[config.mk]
export PLATFORM = sky130hd
export DESIGN_NAME = serial_subtractor_flat
export DESIGN_NICKNAME = d
export VERILOG_FILES = /design/src/rtl/serial_subtractor_if.sv /design/src/rtl/serial_subtractor.sv /design/src/flat_wrapper.sv
export SDC_FILE = /design/constraint.sdc
export NUM_CORES = 1
export LEC_CHECK = 0
export BUFFER_PORTS_ARGS = -buffer_cell sky130_fd_sc_hd__buf_2
export CAP_MARGIN = 40
export CORE_ASPECT_RATIO = 1.25
export CORE_MARGIN = 4
export CORE_UTILIZATION = 35
export CTS_BUF_LIST = sky130_fd_sc_hd__clkbuf_16
export DETAILED_ROUTE_END_ITERATION = 8
export GPL_ROUTABILITY_DRIVEN = 0
export PLACE_DENSITY = 0.65
export SLEW_MARGIN = 15
export SYNTH_ARGS = -nofsm -noshare
export SYNTH_HDL_FRONTEND = slang
export SYNTH_SLANG_ARGS = --single-unit
[constraint.sdc]
create_clock -name clk -period 3 [get_ports clk]
set_input_delay 0.3 -clock clk [delete_from_list [all_inputs] [get_ports clk]]
set_output_delay 0.3 -clock clk [all_outputs]
set_load 0.02 [all_outputs]
[src/rtl/serial_subtractor_if.sv]
// Operand/result handshake bundle for serial_subtractor.
// The slave side is the subtractor; the master side is its producer/consumer.
interface serial_subtractor_if #(
  parameter int DATA_WIDTH = 4
);
  logic [DATA_WIDTH-1:0] in_a;
  logic [DATA_WIDTH-1:0] in_b;
  logic                  in_bi;
  logic                  in_vld;
  logic                  in_rd;
  logic [DATA_WIDTH-1:0] out_d;
  logic                  out_bo;
  logic                  out_vld;
  logic                  out_rd;

  modport master (
    output in_a, in_b, in_bi, in_vld, out_rd,
    input  in_rd, out_d, out_bo, out_vld
  );

  modport slave (
    input  in_a, in_b, in_bi, in_vld, out_rd,
    output in_rd, out_d, out_bo, out_vld
  );
endinterface

[src/rtl/serial_subtractor.sv]
// Bit-serial subtractor: d = a - b - bi, one bit per clock,
// through a single full-subtractor cell and a borrow flop.
module serial_subtractor #(
  parameter int DATA_WIDTH = 4
) (
  input logic               clk,
  input logic               rst,
  serial_subtractor_if.slave bus
);

  localparam int CW = (DATA_WIDTH > 1) ? $clog2(DATA_WIDTH) : 1;
  localparam logic [CW-1:0] LAST = CW'(DATA_WIDTH - 1);

  localparam logic [1:0] S_IDLE = 2'd0;
  localparam logic [1:0] S_BUSY = 2'd1;
  localparam logic [1:0] S_DONE = 2'd2;

  logic [1:0]            r_state;
  logic [DATA_WIDTH-1:0] r_sa;
  logic [DATA_WIDTH-1:0] r_sb;
  logic [DATA_WIDTH-1:0] r_d;
  logic                  r_br;
  logic [CW-1:0]         r_cnt;

  logic                  w_x;
  logic                  w_y;
  logic                  w_z;
  logic                  w_diff;
  logic                  w_bnext;
  logic                  w_in_xfer;
  logic                  w_out_xfer;
  logic [DATA_WIDTH-1:0] w_d_next;

  assign w_x = r_sa[0];
  assign w_y = r_sb[0];
  assign w_z = r_br;

  assign w_diff  = w_x ^ w_y ^ w_z;
  assign w_bnext = (~w_x & w_y) | (~(w_x ^ w_y) & w_z);

  // Difference bits enter at the MSB so bit i settles at position i.
  generate
    if (DATA_WIDTH == 1) begin : g_one
      assign w_d_next = w_diff;
    end else begin : g_many
      assign w_d_next = {w_diff, r_d[DATA_WIDTH-1:1]};
    end
  endgenerate

  assign bus.in_rd   = (r_state == S_IDLE);
  assign bus.out_vld = (r_state == S_DONE);
  assign bus.out_d   = r_d;
  assign bus.out_bo  = r_br;

  assign w_in_xfer  = bus.in_vld & bus.in_rd;
  assign w_out_xfer = bus.out_rd & bus.out_vld;

  always_ff @(posedge clk or posedge rst) begin
    if (rst) begin
      r_state <= S_IDLE;
      r_sa    <= '0;
      r_sb    <= '0;
      r_d     <= '0;
      r_br    <= 1'b0;
      r_cnt   <= '0;
    end else begin
      unique case (r_state)
        S_IDLE: begin
          if (w_in_xfer) begin
            r_sa    <= bus.in_a;
            r_sb    <= bus.in_b;
            r_br    <= bus.in_bi;
            r_cnt   <= '0;
            r_state <= S_BUSY;
          end
        end
        S_BUSY: begin
          r_d   <= w_d_next;
          r_sa  <= r_sa >> 1;
          r_sb  <= r_sb >> 1;
          r_br  <= w_bnext;
          r_cnt <= r_cnt + 1'b1;
          if (r_cnt == LAST) begin
            r_state <= S_DONE;
          end
        end
        S_DONE: begin
          if (w_out_xfer) begin
            r_state <= S_IDLE;
          end
        end
        default: begin
          r_state <= S_IDLE;
        end
      endcase
    end
  end

endmodule

[src/flat_wrapper.sv]
// flat-port wrapper written by rule: the top's interface ports become plain ports
module serial_subtractor_flat 
#(
  parameter int DATA_WIDTH = 4
)
  (clk, rst, bus_in_a, bus_in_b, bus_in_bi, bus_in_vld, bus_out_rd, bus_in_rd, bus_out_d, bus_out_bo, bus_out_vld);
  serial_subtractor_if #(.DATA_WIDTH(DATA_WIDTH)) bus_i ();
  input logic clk;
  input logic rst;
  input wire logic [$bits(bus_i.in_a)-1:0] bus_in_a;
  input wire logic [$bits(bus_i.in_b)-1:0] bus_in_b;
  input wire logic [$bits(bus_i.in_bi)-1:0] bus_in_bi;
  input wire logic [$bits(bus_i.in_vld)-1:0] bus_in_vld;
  input wire logic [$bits(bus_i.out_rd)-1:0] bus_out_rd;
  output wire logic [$bits(bus_i.in_rd)-1:0] bus_in_rd;
  output wire logic [$bits(bus_i.out_d)-1:0] bus_out_d;
  output wire logic [$bits(bus_i.out_bo)-1:0] bus_out_bo;
  output wire logic [$bits(bus_i.out_vld)-1:0] bus_out_vld;
  assign bus_i.in_a = bus_in_a;
  assign bus_i.in_b = bus_in_b;
  assign bus_i.in_bi = bus_in_bi;
  assign bus_i.in_vld = bus_in_vld;
  assign bus_i.out_rd = bus_out_rd;
  assign bus_in_rd = bus_i.in_rd;
  assign bus_out_d = bus_i.out_d;
  assign bus_out_bo = bus_i.out_bo;
  assign bus_out_vld = bus_i.out_vld;
  serial_subtractor #(.DATA_WIDTH(DATA_WIDTH)) u_core (.clk(clk), .rst(rst), .bus(bus_i));
endmodule
==> metrics.md, run 1 <==
| Metric | Value |
|---|---|
| Worst Path Max Fanout | 16 |
| Mapped Cells | 67 |
| Vias in the first global route | 580 |
| Peak VDD IR | about 0.5 mV |
| Avg Synthesized Cell Area | 11.9 um^2 |
| DR pass1 iterations | 5 |
| Power Density | roughly 1200 nW/um^2 |
| Synth area leaders | dfrtp_1 53%, mux2_1 4.2%, nor2b_1 3.9% |
| Share of cells above drive strength 1 | 0.314 |
| DRT Wirelength | 1560 um |
| Register area share after synthesis | 0.532 |
| CTS tree | done |
| Width of the chip | between 50 and 60 um |
| Synth Net Count | roughly 80 |
| Synth unique cells | 27 |
| IO Count | 20 |
| Num rows | 19 |
| Most common cell in the synthesized netlist | dfrtp_1 |
| # setup viols final | 0 |
| Per-cell routed wire length | approximately 13 um |
| Number of antenna-violating nets in the routed design | 0 |
| Resize count post-CTS | 0 |
| Top FF cell, synth | dfrtp_1 |
| Fill cells | between 200 and 250 |
| Max Fclk | 0.585 GHz |
| Max-capacitance violation count | 0 |
| Period minus WS final | between 1.5 and 2 ns |
| Area leader, netlist | dfrtp_1 |
| H-tree levels | 1 |
| Final period utilization | 0.570 |
| Critical path arrival | about 1.4 ns |
| First-pass GRT wire length | between 2000 and 3000 um |
| Starting Density | 0.366 |
| Startpoint Class | flop |
| Synth top cells by count | 17 x dfrtp_1, 8 x inv_1, 5 x nor2b_1 |
| Root buffer cell | clkbuf_16 |
| Initial antenna violation count | 0 |
| Async SR Flop Fraction | 1.00 |
| P_leak | ~0.47 nW |
| Run status | finished clean |
| TritonCTS buffer count | 3 |
| Worst rel slew slack | 0.570 |
| Setup tns final | 0 ns |
| Diode count | 0 |
| Worst Max-Slew Pin Slew | between 0.6 and 0.7 ns |
| Kind of critical path | reg -> out |
| Number of vias in the routed layout | ~590 |
| Largest net degree at the start of global routing | 18 |
| CP endpoint kind | primary output |
| Clock transition at the registers of the reported paths | 0.05 ns |
| Synthesized area | 800 um^2 |
| DP Wirelength | 1090 um |
| Post-synth EDFFs | 0 |
| Post-CTS Setup Bufs | 0 |
| Final nets | 102 |
| Avg Vias per Cell | ~5.1 |
| Synth Warn # | 0 |
| Area growth syn-to-layout | 24.4% |
| Bufs on Longest Clock Path | 2 |
| Clock sinks | 17 |
| Initial DRC count | 32 |
| Chip height | 61.4 um |
| Port-buffer cells | 19 |
| Utilization after layout | 0.455 |
| Full die area | about 3100 um^2 |
| Final Hold Viols | 0 |
| Yosys reg bits | 17 |
| GR Overflow Total | 0 |
| Worst min path class | in -> async |
| Top-area cell type share of the netlist area | 0.532 |
| GRT Overall Usage | 0.118 |
| Final Max Tran Viols | 0 |
| Placeable Area | 2190 um^2 |
| CP required | about 2.7 ns |
| # DRC | 0 |
| RSZ-0062 raised after global routing | no |
| Final Skew | 0.00185 ns |
| Clock Latency Late Sink | between 0.2 and 0.3 ns |
| CTS Hold Bufs | 0 |
[metal layers]
layer  GRT usage  vias up  wire length, um  share of wire
met5           0        -                0              0
met3      0.0291        3               79          0.051
li1            -      281                -              -
met2       0.188       16              755           0.48
met4      0.0692        0               29          0.019
met1       0.147      292              694           0.45
[layout by cell type (no fill, tap or decap)]
cell / netlist / routed
buf_2: 3 / 19
dfrtp_1: 17 / 17
inv_1: 8 / 8
nor2b_1: 5 / 5
nor2_1: 4 / 4
a222oi_1: 3 / 3
mux2_1: 3 / 3
nor4b_1: 3 / 3
a221oi_1: 3 / 3
clkbuf_16: 0 / 3
o21bai_2: 1 / 1
a32o_1: 1 / 1
nand2_1: 1 / 1
o2bb2ai_1: 1 / 1
o21ba_2: 1 / 1
nand2b_1: 1 / 1
or4b_1: 1 / 1
o221a_2: 1 / 1
a21oi_1: 1 / 1
mux2_2: 1 / 1
mux2i_1: 1 / 1
and2_1: 1 / 1
nor3b_1: 1 / 1
a221o_1: 1 / 1
a22o_1: 1 / 1
fa_1: 1 / 1
ha_1: 1 / 1
clkinv_2: 0 / 1
[per-stage QoR]
step | instance area [um^2] | hold slack [ns] | instances | total power (W) | setup slack (ns)
CTS | 995 | 0.156 | 117 | 0.00117 | 1.27
finish | 995 | 0.133 | 117 | 0.00115 | 1.29
detailed placement | 915 | 0.422 | 113 | 0.000898 | 1.37
global placement | 915 | 0.423 | 113 | 0.000883 | 1.42
floorplan | 800 | 0.226 | 67 | 0.000782 | 1.66
global route | 995 | 0.204 | 117 | 0.00125 | 1.17
[path summary, 6_finish.rpt]
path	from	end	slack, ns	depth (start not counted)
max	u_core.r_state[0]	bus_in_rd	1.29	2
min	rst	u_core.r_sb[1]	0.13	2
max reg2reg	u_core.r_state[0]	u_core.bus.out_d[3]	1.37	2
min reg2reg	u_core.r_cnt[0]	u_core.r_cnt[0]	0.49	1
max in group asynchronous	rst	u_core.bus.out_d[0]	2.46	2
min in group clk	bus_out_rd	u_core.r_state[1]	0.30	3
[report_power, final]
part           switching [W]  internal [W]
logic               0.000236      0.000211
clock network      0.0000884      0.000178
registers          0.0000950      0.000345
[worst max-delay path, stage by stage (launching register included)]
cell     delay (ns)
dfrtp_1        0.54
nor2_1         0.38
buf_2          0.24
[final cells by class]
class	instances	area, um^2	share of cell area
timing repair buffer	19	95.1	0.0956
sequential	17	425	0.428
clock inverter	1	5.00	0.00503
inverter	8	30.0	0.0302
clock buffer	3	75.1	0.0755
tap	31	38.8	0.0390
multi-input combinational	38	325	0.327
[registers in the layout, indices dropped and copies added (netlist names)]
name,flops
u_core.r_sb,4
u_core.bus.out_d,4
u_core.bus.out_bo,1
u_core.r_cnt,2
u_core.r_sa,4
u_core.r_state,2
[cells by family (layout without fill, tap and decap cells)]
family,Yosys count,count (layout),share of synthesized area
flops,17,17,0.532
fa+ha+maj,2,2,0.0407
buf+inv,12,31,0.0610
mux,5,5,0.0689
simple gates,17,17,0.133
compound gates,14,14,0.164
(Power assumes the default switching activity.)
==> inputs of run 2 (changes only) <==
- ABC_AREA: default -> 1
- clock period: 3 -> 1.6 ns (I/O delays scaled with it)
==> run 2 against run 1 <==
  * The run now ends with negative hold slack left
  * Global-route usage is essentially flat
  * Combinational power is 100% higher
  * Register-to-register slack worse by 1.0 ns
  * Critical path depth is the same
  * Via count up 18%
  * Sequential share of layout area shrank 0.84 points
  * Synthesized cell count grew 48%
  * Total power is 92% higher
  * Utilization is 0.072 points lower
  * Wire length grew 2.8%
  * Final cell count grew 28%
  * Non-clock buffer count is the same
==> metrics.md, run 2 <==
| Metric | Value |
|---|---|
| Synth top cells by count | 28 x nand2_1, 19 x nand3_1, 17 x dfrtp_1 |
| CP endpoint kind | primary output |
| Internal power | 0.00130 W (+77%) |
| # DRC | 0 (unchanged) |
| CTS tree | done |
| Register area share after synthesis | 0.514 (-0.0177) |
| Avg Vias per Cell | 4.65 (-8.2%) |
| Synth area leaders | dfrtp_1 51%, nand2_1 13%, nand3_1 11% |
| WHS | -0.0160 ns (-0.149 ns) |
| Avg Synthesized Cell Area | 8.35 um^2 (-30%) |
| Top FF cell, synth | dfrtp_1 |
| Bufs on Longest Clock Path | 2 (unchanged) |
| Mux contribution to synthesized area | 0 (-0.0689) |
| GR Overflow Total | 0 (unchanged) |
| Kind of critical path | reg -> out |
| Diode count | 0 (unchanged) |
| Sw Pwr | 0.000918 W (+120%) |
| Synth unique cells | 17 (-37%) |
| Final nets | 135 (+32%) |
| Number of vias in the routed layout | 697 (+18%) |
| Final Skew | 0.00102 ns (-0.000823 ns) |
| Width of the chip | 51.5 um (+1.4%) |
| Failing checks | negative hold slack |
| Worst Max-Slew Pin Slew | 0.623 ns (-0.0215 ns) |
| Starting Density | 0.370 (+0.00454) |
| Worst min path class | in -> async |
| Synthesized area | 827 um^2 (+3.4%) |
| Clock sinks | 17 (unchanged) |
| Post-synth EDFFs | 0 (unchanged) |
| Synth Net Count | 114 (+39%) |
| Period minus WS final | ~1.4 ns |
| Top-area cell type share of the netlist area | 0.514 (-0.0177) |
| H-tree levels | 1 (unchanged) |
| Clock Latency Late Sink | 0.25 ns (about the same) |
| Per-cell routed wire length | 10.7 um (-20%) |
| Max Fclk | a little over 0.7 GHz |
| Worst Path Max Fanout | 13 (-3) |
| Grt met3 use | 0.0215 (-0.00752) |
| RSZ-0062 raised after global routing | no |
| Final Hold Viols | 17 (+17) |
| Yosys reg bits | 17 (unchanged) |
| DR pass1 iterations | 4 (-1) |
| Compound-gate portion of the synthesized area | 0.0469 (-0.117) |
| # setup viols final | 0 (unchanged) |
| GR Util met2 | 0.177 (-0.0117) |
| Clock group share of total power | 0.226 (-0.005) |
| Most common cell in the synthesized netlist | nand2_1 |
| Resize count post-CTS | 0 (unchanged) |
| Worst rel slew slack | 0.584 (+0.0144) |
| Chip height | 62.4 um (+1.5%) |
| Combinational family with the most area after synthesis | simple AND/OR/NAND/NOR gates |
| Final Power | 0.00221 W (+92%) |
| Switching share of power | 0.414 (+0.0506) |
| CP required | 1.44 ns (-1.26 ns) |
| P_leak | 0.558 nW (+18%) |
| TritonCTS buffer count | 3 (unchanged) |
| CTS Hold Bufs | 0 (unchanged) |
| Startpoint Class | flop |
| RR Startpoint | u_core.r_state[0] |
| DRT Wirelength | 1600 um (+2.8%) |
| Final period utilization | 0.887 |
| Post-synthesis xor/xnor area fraction | 0 (unchanged) |
| Async SR Flop Fraction | 1.00 (unchanged) |
| Setup tns final | 0 ns (unchanged) |
| Area leader, netlist | dfrtp_1 |
| Reg2reg path depth | 4 (+2) |
| Synth Warn # | 0 (unchanged) |
| Num rows | 19 (unchanged) |
| Gr busiest metal | met2 |
| Vias in the first global route | 677 (+17%) |
| Post-CTS Setup Bufs | 0 (unchanged) |
| Clock transition at the registers of the reported paths | 0.05 ns (about the same) |
| Worst r2r dst | u_core.bus.out_bo |
| DP Wirelength | 1200 um (+10%) |
| Sequential cell fraction of total power | 0.362 (-0.019) |
| Final Max Tran Viols | 0 (unchanged) |
| Critical path arrival | 1.26 ns (-0.15 ns) |
| Run status | finished, violations left |
| Root buffer cell | clkbuf_16 |
| Adder-cell area share of the yosys netlist | 0.0393 (-0.00135) |
| Port-buffer cells | 19 (unchanged) |
| Largest net degree at the start of global routing | 20 (+2) |
| Mapped Cells | 99 (+48%) |
| Peak VDD IR | 1.16 mV (+130%) |
| Critical path startpoint | u_core.r_state[0] |
| Max-capacitance violation count | 0 (unchanged) |
| Met1 usage | 0.157 (+0.00912) |
| Share of cells above drive strength 1 | 0.252 (-0.0619) |
| Reg-to-reg slack, setup | 0.36 ns (-1.01 ns) |
| Most frequent cells in the layout | 28 x nand2_1, 19 x nand3_1, 19 x buf_2, 17 x dfrtp_1, 13 x inv_1 |
| Area growth syn-to-layout | 22.7% |
| Power Density | 2180 nW/um^2 (+88%) |
| Synth Area in Simple Gates | 0.300 (+0.167) |
| Full die area | 3210 um^2 (+2.9%) |
| Placeable Area | 2230 um^2 (+2.2%) |
| Initial DRC count | 8 (-75%) |
| First-pass GRT wire length | 2920 um (+9.6%) |
| Most common cell after layout, fill and taps aside | nand2_1 |
| GRT Overall Usage | 0.118 (about the same) |
| Cell Area, Placed | 935 um^2 (+2.2%) |
| IO Count | 20 (unchanged) |
| Final instance area | 1010 um^2 (+2.0%) |
| Initial antenna violation count | 0 (unchanged) |
| Logic gate share of total power | 0.413 (+0.025) |
| Number of antenna-violating nets in the routed design | 0 (unchanged) |
## run 2: critical path: stages (launching register included)
cell and delay [ns]:
dfrtp_1 0.54, nor2_1 0.26, buf_2 0.21
## run 2: cell families (layout without fill, tap and decap cells)
logic type | after synthesis | after routing
buf+inv | 18 | 38
compound gates | 7 | 7
simple gates | 55 | 55
flops | 17 | 17
fa+ha+maj | 2 | 2
## run 2: worst max-delay path by stage
stage	endpoint	slack [ns]	cells after the start
finish	bus_in_rd	0.18	2
global route	bus_in_rd	0.08	2
CTS	bus_in_rd	0.17	2
detailed placement	u_core.bus.out_bo	0.38	4
global placement	u_core.bus.out_bo	0.38	4
floorplan	u_core.bus.out_d[3]	0.42	4
## run 2: layout make-up
class                      instances  area [um^2]
tap                               31         38.8
timing repair buffer              19         95.1
sequential                        17          425
fill                             258         1220
clock buffer                       3         75.1
inverter                          15         56.3
multi-input combinational         64          319
clock inverter                     1         5.00
## run 2: metal layers
layer,up-vias,wire length [um]
li1,352,-
met1,325,727
met2,16,772
met3,4,63
met4,0,38
met5,-,0
## run 2: power by group through the flow
| stage | clock, W | sequential [W] | combinational (W) |
|---|---|---|---|
| 4_1_cts | 0.000514 | 0.000803 | 0.000935 |
| 6_report | 0.000499 | 0.000801 | 0.000914 |
| 2_1_floorplan | 0 | 0.000823 | 0.000703 |
| 5_1_grt | 0.000532 | 0.000831 | 0.00107 |
| 3_5_place_dp | 0 | 0.000808 | 0.000928 |
| 3_3_place_gp | 0 | 0.000802 | 0.000916 |
## run 2: through the flow
step / instances / util / setup slack [ns]
floorplan: 99 / - / 0.421
CTS: 150 / 0.454 / 0.171
global route: 150 / 0.454 / 0.0802
global placement: 146 / 0.418 / 0.383
finish: 150 / 0.454 / 0.181
detailed placement: 146 / 0.418 / 0.380
==> inputs of run 3 (changes only) <==
- CORE_MARGIN: 4 -> default
==> run 3 against run 2 <==
  * The run still ends with negative hold slack left
  * Register-to-register slack worse by 0.05 ns
  * Fmax is 2.1% higher
  * Utilization is 0.43 points higher
  * Total power down 0.15%
  * Wire length shrank 1.8%
  * Critical endpoint unchanged
  * Largest cell class unchanged
==> metrics.md, run 3 (synthesis gave the netlist of run 2 again) <==
| Metric | Value |
|---|---|
| Max-capacitance violation count | 0 (unchanged) |
| Run status | finished, violations left |
| Most frequent cells in the layout | 28 x nand2_1, 19 x nand3_1, 19 x buf_2, 17 x dfrtp_1, 14 x inv_1 |
| RSZ-0062 raised after global routing | no |
| TritonCTS buffer count | 3 (unchanged) |
| Share of cells above drive strength 1 | 0.244 (-0.00840) |
| Number of antenna-violating nets in the routed design | 0 (unchanged) |
| Final Hold Viols | 15 (-2) |
| Worst Path Max Fanout | 13 (unchanged) |
| DRT Wirelength | 1570 um (-1.8%) |
| Peak VDD IR | 1.16 mV (-0.13%) |
| P_leak | 0.560 nW (+0.25%) |
| Avg Vias per Cell | 4.62 (-0.57%) |
| Post-route setup slack | 0.210 ns (+0.0291 ns) |
| Most common cell after layout, fill and taps aside | nand2_1 |
| Power Density | 2180 nW/um^2 (about the same) |
| Bufs on Longest Clock Path | 2 (unchanged) |
| CTS Hold Bufs | 0 (unchanged) |
| Utilization after layout | 0.458 (+0.00432) |
| Root buffer cell | clkbuf_16 |
| WHS | -0.00332 ns (+0.0126 ns) |
| Vias in the first global route | 632 (-6.6%) |
| Fill cells | 228 (-12%) |
| Max Fclk | 0.720 GHz (+2.1%) |
| Per-cell routed wire length | 10.5 um (-1.8%) |
| Final Skew | 0.00211 ns (+0.00108 ns) |
| GR Overflow Total | 0 (unchanged) |
| Initial DRC count | 11 (+3) |
| Kind of critical path | reg -> out |
| DR pass1 iterations | 4 (unchanged) |
| GRT Overall Usage | 0.145 (+0.0269) |
| Chip height | 56.4 um (-9.6%) |
| Number of vias in the routed layout | 693 (-0.57%) |
| Clock transition at the registers of the reported paths | 0.05 ns (about the same) |
| Failing checks | negative hold slack |
| DP Wirelength | 1140 um (-5.4%) |
| Num rows | 19 (unchanged) |
| CP required | 1.44 ns (about the same) |
| Starting Density | 0.374 (+0.00398) |
| Diode count | 0 (unchanged) |
| Pre-CTS setup slack | 0.352 ns (-0.0279 ns) |
| Critical path arrival | 1.23 ns (-0.03 ns) |
| Final Power | 0.00221 W (-0.15%) |
| Final period utilization | 0.869 (-0.0182) |
| Worst rel slew slack | 0.572 (-0.0124) |
| Worst min path class | in -> async |
| Initial antenna violation count | 0 (unchanged) |
| Clock Latency Late Sink | 0.24 ns (about the same) |
| First-pass GRT wire length | 2760 um (-5.4%) |
| Width of the chip | 45.5 um (-12%) |
| Largest net degree at the start of global routing | 20 (unchanged) |
| # DRC | 0 (unchanged) |
| Setup tns final | 0 ns (unchanged) |
| Post-CTS Setup Bufs | 0 (unchanged) |
| Worst Max-Slew Pin Slew | 0.642 ns (+0.0186 ns) |
| CTS tree | done |
| Resize count post-CTS | 0 (unchanged) |
| Final nets | 135 (unchanged) |
| Full die area | 2560 um^2 (-20%) |
| Startpoint Class | flop |
| Clock sinks | 17 (unchanged) |
| Placeable Area | 2210 um^2 (-1.1%) |
| CP endpoint kind | primary output |
| IO Count | 20 (unchanged) |
| Period minus WS final | 1.39 ns (-0.0291 ns) |
| Final Max Tran Viols | 0 (unchanged) |
| Port-buffer cells | 19 (unchanged) |
| # setup viols final | 0 (unchanged) |
| H-tree levels | 1 (unchanged) |
| Area growth syn-to-layout | 22.5% |
run 3: cell types whose count changed in the layout (fill, tap and decap cells not counted), sizes merged:
cell	previous run	this run
inv	15	16
clkinv	1	0
run 3: layout make-up:
cell class                      instances  area (um^2)  area share
Inverter                               15         56.3      0.0556
Multi-Input combinational cell         64          319       0.315
Tap cell                               31         38.8      0.0383
Clock buffer                            3         75.1      0.0741
Sequential cell                        17          425       0.420
Clock inverter                          1         3.75     0.00370
Timing Repair Buffer                   19         95.1      0.0938
run 3: metal layers:
metal | vias to the layer above | GRT usage | share of wire
li1 | 353 | - | -
met1 | 321 | 0.212 | 0.50
met2 | 17 | 0.208 | 0.45
met3 | 2 | 0.0289 | 0.043
met4 | 0 | 0.0519 | 0.0089
met5 | - | 0 | 0
run 3: through the flow:
step | cell area (um^2) | instances
2_1_floorplan | 827 | 99
3_3_place_gp | 935 | 146
3_5_place_dp | 935 | 146
4_1_cts | 1010 | 150
5_1_grt | 1010 | 150
6_report | 1010 | 150
run 3: final timing paths:
check | cells after the start | to | slack [ns] | startpoint
worst max-delay path | 2 | bus_in_rd | 0.21 | u_core.r_state[0]
max in group asynchronous | 2 | u_core.bus.out_d[2] | 1.19 | rst
worst max register to register | 4 | u_core.r_sa[0] | 0.31 | u_core.r_state[0]
min in group clk | 2 | u_core.r_state[1] | 0.10 | bus_out_rd
worst min-delay path | 2 | u_core.r_sa[3] | -0.003 | rst
worst min register to register | 2 | u_core.bus.out_d[0] | 0.49 | u_core.bus.out_d[0]
run 3: critical path: stages (launching register included):
cell     delay (ns)
dfrtp_1        0.55
nor2_1         0.24
buf_2          0.20
run 3: where the power goes:
part           total [W]  internal, W  switching [W]
combinational   0.000920     0.000325       0.000595
clock           0.000486     0.000331       0.000155
sequential      0.000804     0.000636       0.000168
